**src/rtl/fm_pkg.sv**
```systemverilog
// Shared types and constants for the polar FM discriminator.
package fm_pkg;

  localparam int unsigned DATA_WIDTH_DEF  = 16;
  localparam int unsigned PHASE_WIDTH_DEF = 16;
  localparam int unsigned ITERATIONS_DEF  = 14;
  localparam int unsigned PHASE_PI        = 2 ** (PHASE_WIDTH_DEF - 1);

  localparam real PI_REAL = 3.14159265358979323846;

  typedef enum logic [2:0] {
    ST_IDLE,
    ST_MULT,
    ST_PREROT,
    ST_ITER,
    ST_OUT
  } fm_state_e;

  // atan(2^-k) scaled so that 2^(pw-1) LSB equals pi, rounded to nearest
  function automatic int atan_lut(input int k, input int pw);
    real r;
    r = $atan(2.0 ** (-k)) / PI_REAL * (2.0 ** (pw - 1));
    return int'(r);
  endfunction

endpackage

```
**src/rtl/cordic_atan2_iter.sv**
```systemverilog
// Vectoring-mode CORDIC atan2: half-plane pre-rotation, then one micro-rotation per cycle.
module cordic_atan2_iter
  import fm_pkg::*;
#(
  parameter int unsigned IN_W        = 34,
  parameter int unsigned PHASE_WIDTH = 16,
  parameter int unsigned ITERATIONS  = 14
) (
  input  logic                     clk,
  input  logic                     reset,
  input  logic                     start_i,
  input  logic signed [IN_W-1:0]   xr_i,
  input  logic signed [IN_W-1:0]   yr_i,
  output logic                     busy_o,
  output logic                     done_c_o,
  output logic signed [PHASE_WIDTH:0] z_o
);

  localparam int unsigned ZW    = PHASE_WIDTH + 1;
  localparam int unsigned CNT_W = (ITERATIONS > 1) ? $clog2(ITERATIONS) : 1;
  localparam int unsigned TAB_N = 2 ** CNT_W;
  localparam logic signed [ZW-1:0] Z_PI = ZW'(2 ** (PHASE_WIDTH - 1));

  logic signed [IN_W-1:0] x_q, x_d, y_q, y_d;
  logic signed [ZW-1:0]   z_q, z_d, atan_k;
  logic [CNT_W-1:0]       cnt_q, cnt_d;
  logic                   busy_q, busy_d, hold_q, hold_d, last_c;
  logic signed [ZW-1:0]   atan_tab [TAB_N];

  for (genvar g = 0; g < TAB_N; g++) begin : g_atan
    assign atan_tab[g] = ZW'(atan_lut(g, int'(PHASE_WIDTH)));
  end

  assign atan_k   = atan_tab[cnt_q];
  assign last_c   = busy_q && (cnt_q == CNT_W'(ITERATIONS - 1));
  assign done_c_o = last_c;
  assign busy_o   = busy_q;
  assign z_o      = z_q;

  // A zero vector has no angle; hold z at 0 instead of letting it drift.
  always_comb begin
    x_d    = x_q;
    y_d    = y_q;
    z_d    = z_q;
    cnt_d  = cnt_q;
    busy_d = busy_q;
    hold_d = hold_q;
    if (start_i) begin
      cnt_d  = '0;
      busy_d = 1'b1;
      hold_d = (xr_i == '0) && (yr_i == '0);
      if (xr_i[IN_W-1]) begin
        x_d = -xr_i;
        y_d = -yr_i;
        z_d = yr_i[IN_W-1] ? -Z_PI : Z_PI;
      end else begin
        x_d = xr_i;
        y_d = yr_i;
        z_d = '0;
      end
    end else if (busy_q) begin
      cnt_d = cnt_q + CNT_W'(1);
      if (last_c) begin
        busy_d = 1'b0;
      end
      if (!hold_q) begin
        if (!y_q[IN_W-1]) begin
          x_d = x_q + (y_q >>> cnt_q);
          y_d = y_q - (x_q >>> cnt_q);
          z_d = z_q + atan_k;
        end else begin
          x_d = x_q - (y_q >>> cnt_q);
          y_d = y_q + (x_q >>> cnt_q);
          z_d = z_q - atan_k;
        end
      end
    end
  end

  always_ff @(posedge clk) begin
    if (reset) begin
      x_q    <= '0;
      y_q    <= '0;
      z_q    <= '0;
      cnt_q  <= '0;
      busy_q <= 1'b0;
      hold_q <= 1'b0;
    end else begin
      x_q    <= x_d;
      y_q    <= y_d;
      z_q    <= z_d;
      cnt_q  <= cnt_d;
      busy_q <= busy_d;
      hold_q <= hold_d;
    end
  end

endmodule

```
**src/rtl/fm_discriminator.sv**
```systemverilog
// Polar FM discriminator: angle of z[n]*conj(z[n-1]) as a signed phase stream.
module fm_discriminator
  import fm_pkg::*;
#(
  parameter int unsigned DATA_WIDTH  = DATA_WIDTH_DEF,
  parameter int unsigned PHASE_WIDTH = PHASE_WIDTH_DEF,
  parameter int unsigned ITERATIONS  = ITERATIONS_DEF
) (
  input  logic                   clk,
  input  logic                   reset,
  input  logic [DATA_WIDTH-1:0]  ast_sink_i,
  input  logic [DATA_WIDTH-1:0]  ast_sink_q,
  input  logic                   ast_sink_valid,
  input  logic [1:0]             ast_sink_error,
  output logic [PHASE_WIDTH-1:0] ast_source_data,
  output logic                   ast_source_valid,
  output logic [1:0]             ast_source_error
);

  localparam int unsigned W  = 2 * DATA_WIDTH + 2;
  localparam int unsigned ZW = PHASE_WIDTH + 1;
  localparam logic signed [ZW-1:0] Z_MAX = ZW'((2 ** (PHASE_WIDTH - 1)) - 1);
  localparam logic signed [ZW-1:0] Z_MIN = ZW'(-(2 ** (PHASE_WIDTH - 1)));

  fm_state_e state_q, state_d;

  logic signed [DATA_WIDTH-1:0] s_i_q, s_i_d, s_q_q, s_q_d;
  logic signed [DATA_WIDTH-1:0] p_i_q, p_i_d, p_q_q, p_q_d;
  logic signed [W-1:0]          xr_q, xr_d, yr_q, yr_d;
  logic signed [W-1:0]          ie, qe, ipe, qpe;
  logic [PHASE_WIDTH-1:0]       data_q, data_d;
  logic                         valid_q, valid_d, ovr_q, ovr_d;
  logic                         start_c, cord_busy, cord_done_c;
  logic signed [ZW-1:0]         cord_z;

  function automatic logic [PHASE_WIDTH-1:0] sat_phase(input logic signed [ZW-1:0] z);
    if (z > Z_MAX) begin
      return PHASE_WIDTH'(Z_MAX);
    end else if (z < Z_MIN) begin
      return PHASE_WIDTH'(Z_MIN);
    end
    return PHASE_WIDTH'(z);
  endfunction

  assign ie  = W'(s_i_q);
  assign qe  = W'(s_q_q);
  assign ipe = W'(p_i_q);
  assign qpe = W'(p_q_q);

  cordic_atan2_iter #(
    .IN_W       (W),
    .PHASE_WIDTH(PHASE_WIDTH),
    .ITERATIONS (ITERATIONS)
  ) u_cordic (
    .clk     (clk),
    .reset   (reset),
    .start_i (start_c),
    .xr_i    (xr_q),
    .yr_i    (yr_q),
    .busy_o  (cord_busy),
    .done_c_o(cord_done_c),
    .z_o     (cord_z)
  );

  // Samples arriving outside IDLE are dropped and flagged sticky.
  always_comb begin
    state_d = state_q;
    s_i_d   = s_i_q;
    s_q_d   = s_q_q;
    p_i_d   = p_i_q;
    p_q_d   = p_q_q;
    xr_d    = xr_q;
    yr_d    = yr_q;
    data_d  = data_q;
    valid_d = 1'b0;
    ovr_d   = ovr_q | (ast_sink_valid && (state_q != ST_IDLE));
    start_c = 1'b0;
    case (state_q)
      ST_IDLE: begin
        if (ast_sink_valid) begin
          if (ast_sink_error == 2'b00) begin
            s_i_d   = $signed(ast_sink_i);
            s_q_d   = $signed(ast_sink_q);
            state_d = ST_MULT;
          end else begin
            p_i_d = '0;
            p_q_d = '0;
          end
        end
      end
      ST_MULT: begin
        xr_d    = ie * ipe + qe * qpe;
        yr_d    = qe * ipe - ie * qpe;
        p_i_d   = s_i_q;
        p_q_d   = s_q_q;
        state_d = ST_PREROT;
      end
      ST_PREROT: begin
        start_c = 1'b1;
        state_d = ST_ITER;
      end
      ST_ITER: begin
        if (cord_done_c) begin
          state_d = ST_OUT;
        end else if (!cord_busy) begin
          state_d = ST_IDLE;
        end
      end
      ST_OUT: begin
        data_d  = sat_phase(cord_z);
        valid_d = 1'b1;
        state_d = ST_IDLE;
      end
      default: state_d = ST_IDLE;
    endcase
  end

  always_ff @(posedge clk) begin
    if (reset) begin
      state_q <= ST_IDLE;
      s_i_q   <= '0;
      s_q_q   <= '0;
      p_i_q   <= '0;
      p_q_q   <= '0;
      xr_q    <= '0;
      yr_q    <= '0;
      data_q  <= '0;
      valid_q <= 1'b0;
      ovr_q   <= 1'b0;
    end else begin
      state_q <= state_d;
      s_i_q   <= s_i_d;
      s_q_q   <= s_q_d;
      p_i_q   <= p_i_d;
      p_q_q   <= p_q_d;
      xr_q    <= xr_d;
      yr_q    <= yr_d;
      data_q  <= data_d;
      valid_q <= valid_d;
      ovr_q   <= ovr_d;
    end
  end

  assign ast_source_data  = data_q;
  assign ast_source_valid = valid_q;
  assign ast_source_error = {ovr_q, 1'b0};

endmodule
```
**config.mk**
```make
export PLATFORM = sky130hd
export DESIGN_NAME = fm_discriminator
export DESIGN_NICKNAME = d
export VERILOG_FILES = /design/src/rtl/fm_pkg.sv /design/src/rtl/cordic_atan2_iter.sv /design/src/rtl/fm_discriminator.sv
export SDC_FILE = /design/constraint.sdc
export NUM_CORES = 2
export LEC_CHECK = 0
export ABC_AREA = 1
export ABC_CLOCK_PERIOD_IN_PS = 19200
export BUFFER_PORTS_ARGS = -buffer_cell sky130_fd_sc_hd__buf_2
export CORE_UTILIZATION = 55
export DETAILED_ROUTE_END_ITERATION = 10
export PLACE_DENSITY = 0.71
export SETUP_SLACK_MARGIN = 0.2
export SYNTH_ARGS = -nofsm -noshare
export SYNTH_HDL_FRONTEND = slang
export SYNTH_HIERARCHICAL = 1
export SYNTH_SLANG_ARGS = --single-unit
```
**constraint.sdc**
```tcl
create_clock -name clk -period 19.2 [get_ports clk]
set_clock_uncertainty 0.15 [all_clocks]
set_input_delay 0.96 -clock clk [delete_from_list [all_inputs] [get_ports clk]]
set_output_delay 0.96 -clock clk [all_outputs]
set_load 0.05 [all_outputs]
```
==> results.yml <==
critical_path:
  reg2regPathDepth: 25
  reg2reg_to: "xr_q[30]$_SDFFE_PP0N_"
  cp-end-kind: "flip-flop"
  startpoint_type: "flip-flop"
  critPathSlowestCell: "dfxtp_1"
  critPathMaxStageDelay_ns: 0.81
  required_ns: 19.55
  critPathArrivalTime_ns: 8.57
  crit_type: "flip-flop to flip-flop"
  crit_path_frequent_cell: "fa_1"
  r2r_start: "p_q_q[4]$_SDFFE_PP0P_"
  r2r_slack_ns: 10.98
  worst-path-max-fanout: 17
final_layout:
  n_fill_cell: 10900
  area_growth_pct: 3.81
  final_util: 0.576
  fin_nets: 10200
  antennaDiodeCount: 0
  drive_above_1_share: 0.0432
  fin_area_um2: 65900
synthesis:
  synthCells: 8815
  yosysSeqAreaShare: 0.0763
  ys_top_cells_by_area: "fa_1, inv_1, nand2_1"
  syn_nets: 10400
  async_flop_share: 0
  avgSynthCellArea_um2: 7.21
  ys_seq_elements: 242
  synthFlopType: "dfxtp_1"
  synth.top_cell.area_share: 0.371
  syn_area_um2: 63500
  synth_common_cells: "inv_1, nand2_1, fa_1"
  yosysTopAreaCell: "fa_1"
  synth.most_common_cell: "inv_1"
  ys_warn_count: 6
  yosysUniqueCellTypes: 66
  synth_edf_count: 0
sta:
  tns_ns: 0
  fmax_mhz: 122
  maxSlewViolCount: 0
  relSlewSlack: 0.237
  min_period_over_period: 0.428
  final.setup.worst_slack_ns: 10.98
  rsz0062_at_grt: "false"
  setup_viol: 0
  worst_pin_slew_ns: 1.14
  hold_slack_ns: 0.305
  layout_min_cycle_time_ns: 8.22
  hold_viol_final: 0
hold_path:
  hold_path.class: "flip-flop to flip-flop"
  min-delay-start: "u_cordic/hold_q$_SDFFE_PP0P_"
  hold_path_depth: 2
  hold_end: "u_cordic/hold_q$_SDFFE_PP0P_"
run:
  drv_cap: 0
cts:
  clk_pin_slew_ns: 0.06
  postCtsSetupRepairBufs: 0
  cts_htree_levels: 2
  cts_buffers: 35
  cts_max_path_buffers: 3
  clock_sinks: 242
  cts_tree: "done"
  cts_resized: 0
  cts_hold_buf: 0
  clkLatencyLatePin_ns: 0.62
  cts_root_buffer: "clkbuf_16"
global_routing:
  globalRouteOverflowTotal: 0
  grt_start_max_net_pins: 81
  grt_usage: 0.347
  grt_pass1_vias: 56600
  antenna_found_initial: 1
  grt_pass1_wl_um: 315000
routing:
  num_vias: 55500
  drcViolationCount: 0
  routed_wl_um: 197000
  routed_via_density: 5.48
  wl_per_cell_um: 19.4
  ant_nets: 0
  firstDrtPassIters: 9
  drtIter0Drc: 5054
floorplan:
  rows: 124
  die-area_um2: 117000
  initial_core_util: 0.555
  io_pins: 56
  core_um2: 115000
  die_w_um: 342
  floorplan.die.height_um: 342
place:
  detailedPlace.worstSlack_ns: 11.15
  dp_hpwl_um: 155000
  io_buffers: 54
  place_area_um2: 64700
  gp_congestion: 0.958
power_and_ir_drop:
  leakage_nw: 37.6
  p_per_area_nw_per_um2: 77.7
  irDropWorstVdd_mv: 0.128
outcome:
  status: "completed"
[layout make-up]
type	count	area (um2)	area share
Clock buffer	47	991	0.0150
Multi-Input combinational cell	5926	48600	0.738
Sequential cell	242	4850	0.0736
Timing Repair Buffer	149	983	0.0149
Inverter	2229	8370	0.127
Tap cell	1512	1890	0.0287
Clock inverter	14	225	0.00341
[kinds of logic after synthesis]
family	after synthesis	share of synthesized area
buffers and inverters	2647	0.159
other	1	0.0000590
and+or+nand+nor	3298	0.218
xor gates and xnor gates	120	0.0165
muxes	2	0.000315
AOI/OAI and AO/OA	925	0.0803
DFF	242	0.0763
adders and majority gates	1580	0.450
[registers in the layout, indices dropped and copies added, names as in the netlist]
register / count
ast_source_data: 16
ast_source_valid: 1
ovr_q: 1
p_i_q: 16
p_q_q: 16
s_i_q: 16
s_q_q: 16
state_q: 3
u_cordic/busy_o: 1
u_cordic/cnt_q: 4
u_cordic/hold_q: 1
u_cordic/x_q: 34
u_cordic/y_q: 34
u_cordic/z_o: 17
xr_q: 33
yr_q: 33
[routing by layer]
| metal | global-route usage | wire length, um | up-vias |
|---|---|---|---|
| li1 | - | - | 25700 |
| met1 | 0.484 | 84100 | 27100 |
| met2 | 0.547 | 88500 | 2272 |
| met3 | 0.0519 | 15800 | 394 |
| met4 | 0.130 | 8360 | 0 |
| met5 | 0 | 0 | - |
[power by group]
part / switching (mW) / internal (mW)
Sequential: 0.143 / 0.582
Combinational: 2.50 / 1.18
Clock: 0.299 / 0.419
[critical path, delay by kind of cell, from the launching register on]
kind	cells	cell delay [ns]
and+or+nand+nor	10	1.41
adders and majority gates	9	4.87
buffers and inverters	6	0.86
DFF	1	0.81
[how the worst max path moves through the flow]
stage                                start                     to  slack [ns]  depth (start not counted)
global placement    s_q_q[15]$_SDFFE_PP0P_  xr_q[20]$_SDFFE_PP0N_       11.20                         25
detailed placement   p_q_q[4]$_SDFFE_PP0P_  xr_q[30]$_SDFFE_PP0N_       11.15                         25
floorplan            p_q_q[0]$_SDFFE_PP0P_  yr_q[31]$_SDFFE_PP0N_       12.18                         26
global route         p_q_q[4]$_SDFFE_PP0P_  xr_q[23]$_SDFFE_PP0N_       10.66                         23
finish               p_q_q[4]$_SDFFE_PP0P_  xr_q[30]$_SDFFE_PP0N_       10.98                         25
CTS                  p_q_q[4]$_SDFFE_PP0P_  xr_q[30]$_SDFFE_PP0N_       11.12                         25
[metrics by stage]
| stage | std cells | total power, mW |
|---|---|---|
| global placement | 10100 | 4.29 |
| global route | 10100 | 5.59 |
| CTS | 10100 | 5.05 |
| detailed placement | 10100 | 4.31 |
| finish | 10100 | 5.12 |
| floorplan | 8815 | 3.35 |
[cell usage in the layout (no fill, tap or decap), drive strengths merged, types with 3 or more instances in the layout]
cell type / synthesis / final
inv: 2226 / 2227
nand2: 2079 / 2079
fa: 1176 / 1176
nor2: 517 / 517
nand3: 508 / 508
ha: 404 / 404
o21ai: 389 / 389
a21oi: 371 / 371
dfxtp: 242 / 242
buf: 83 / 149
xor2: 80 / 80
nand4: 62 / 62
nor3: 58 / 58
a31oi: 47 / 47
clkbuf: 335 / 47
xnor2: 40 / 40
or2: 30 / 30
o211ai: 27 / 27
a21o: 23 / 23
nand3b: 20 / 20
o21bai: 15 / 15
o21a: 14 / 14
nor4: 12 / 12
clkinv: 3 / 9
a21boi: 8 / 8
a221oi: 8 / 8
o221ai: 6 / 6
nor3b: 5 / 5
a211oi: 4 / 4
bufinv: 0 / 4
clkinvlp: 0 / 3
o31ai: 3 / 3
Power figures use the tool's default switching activity.
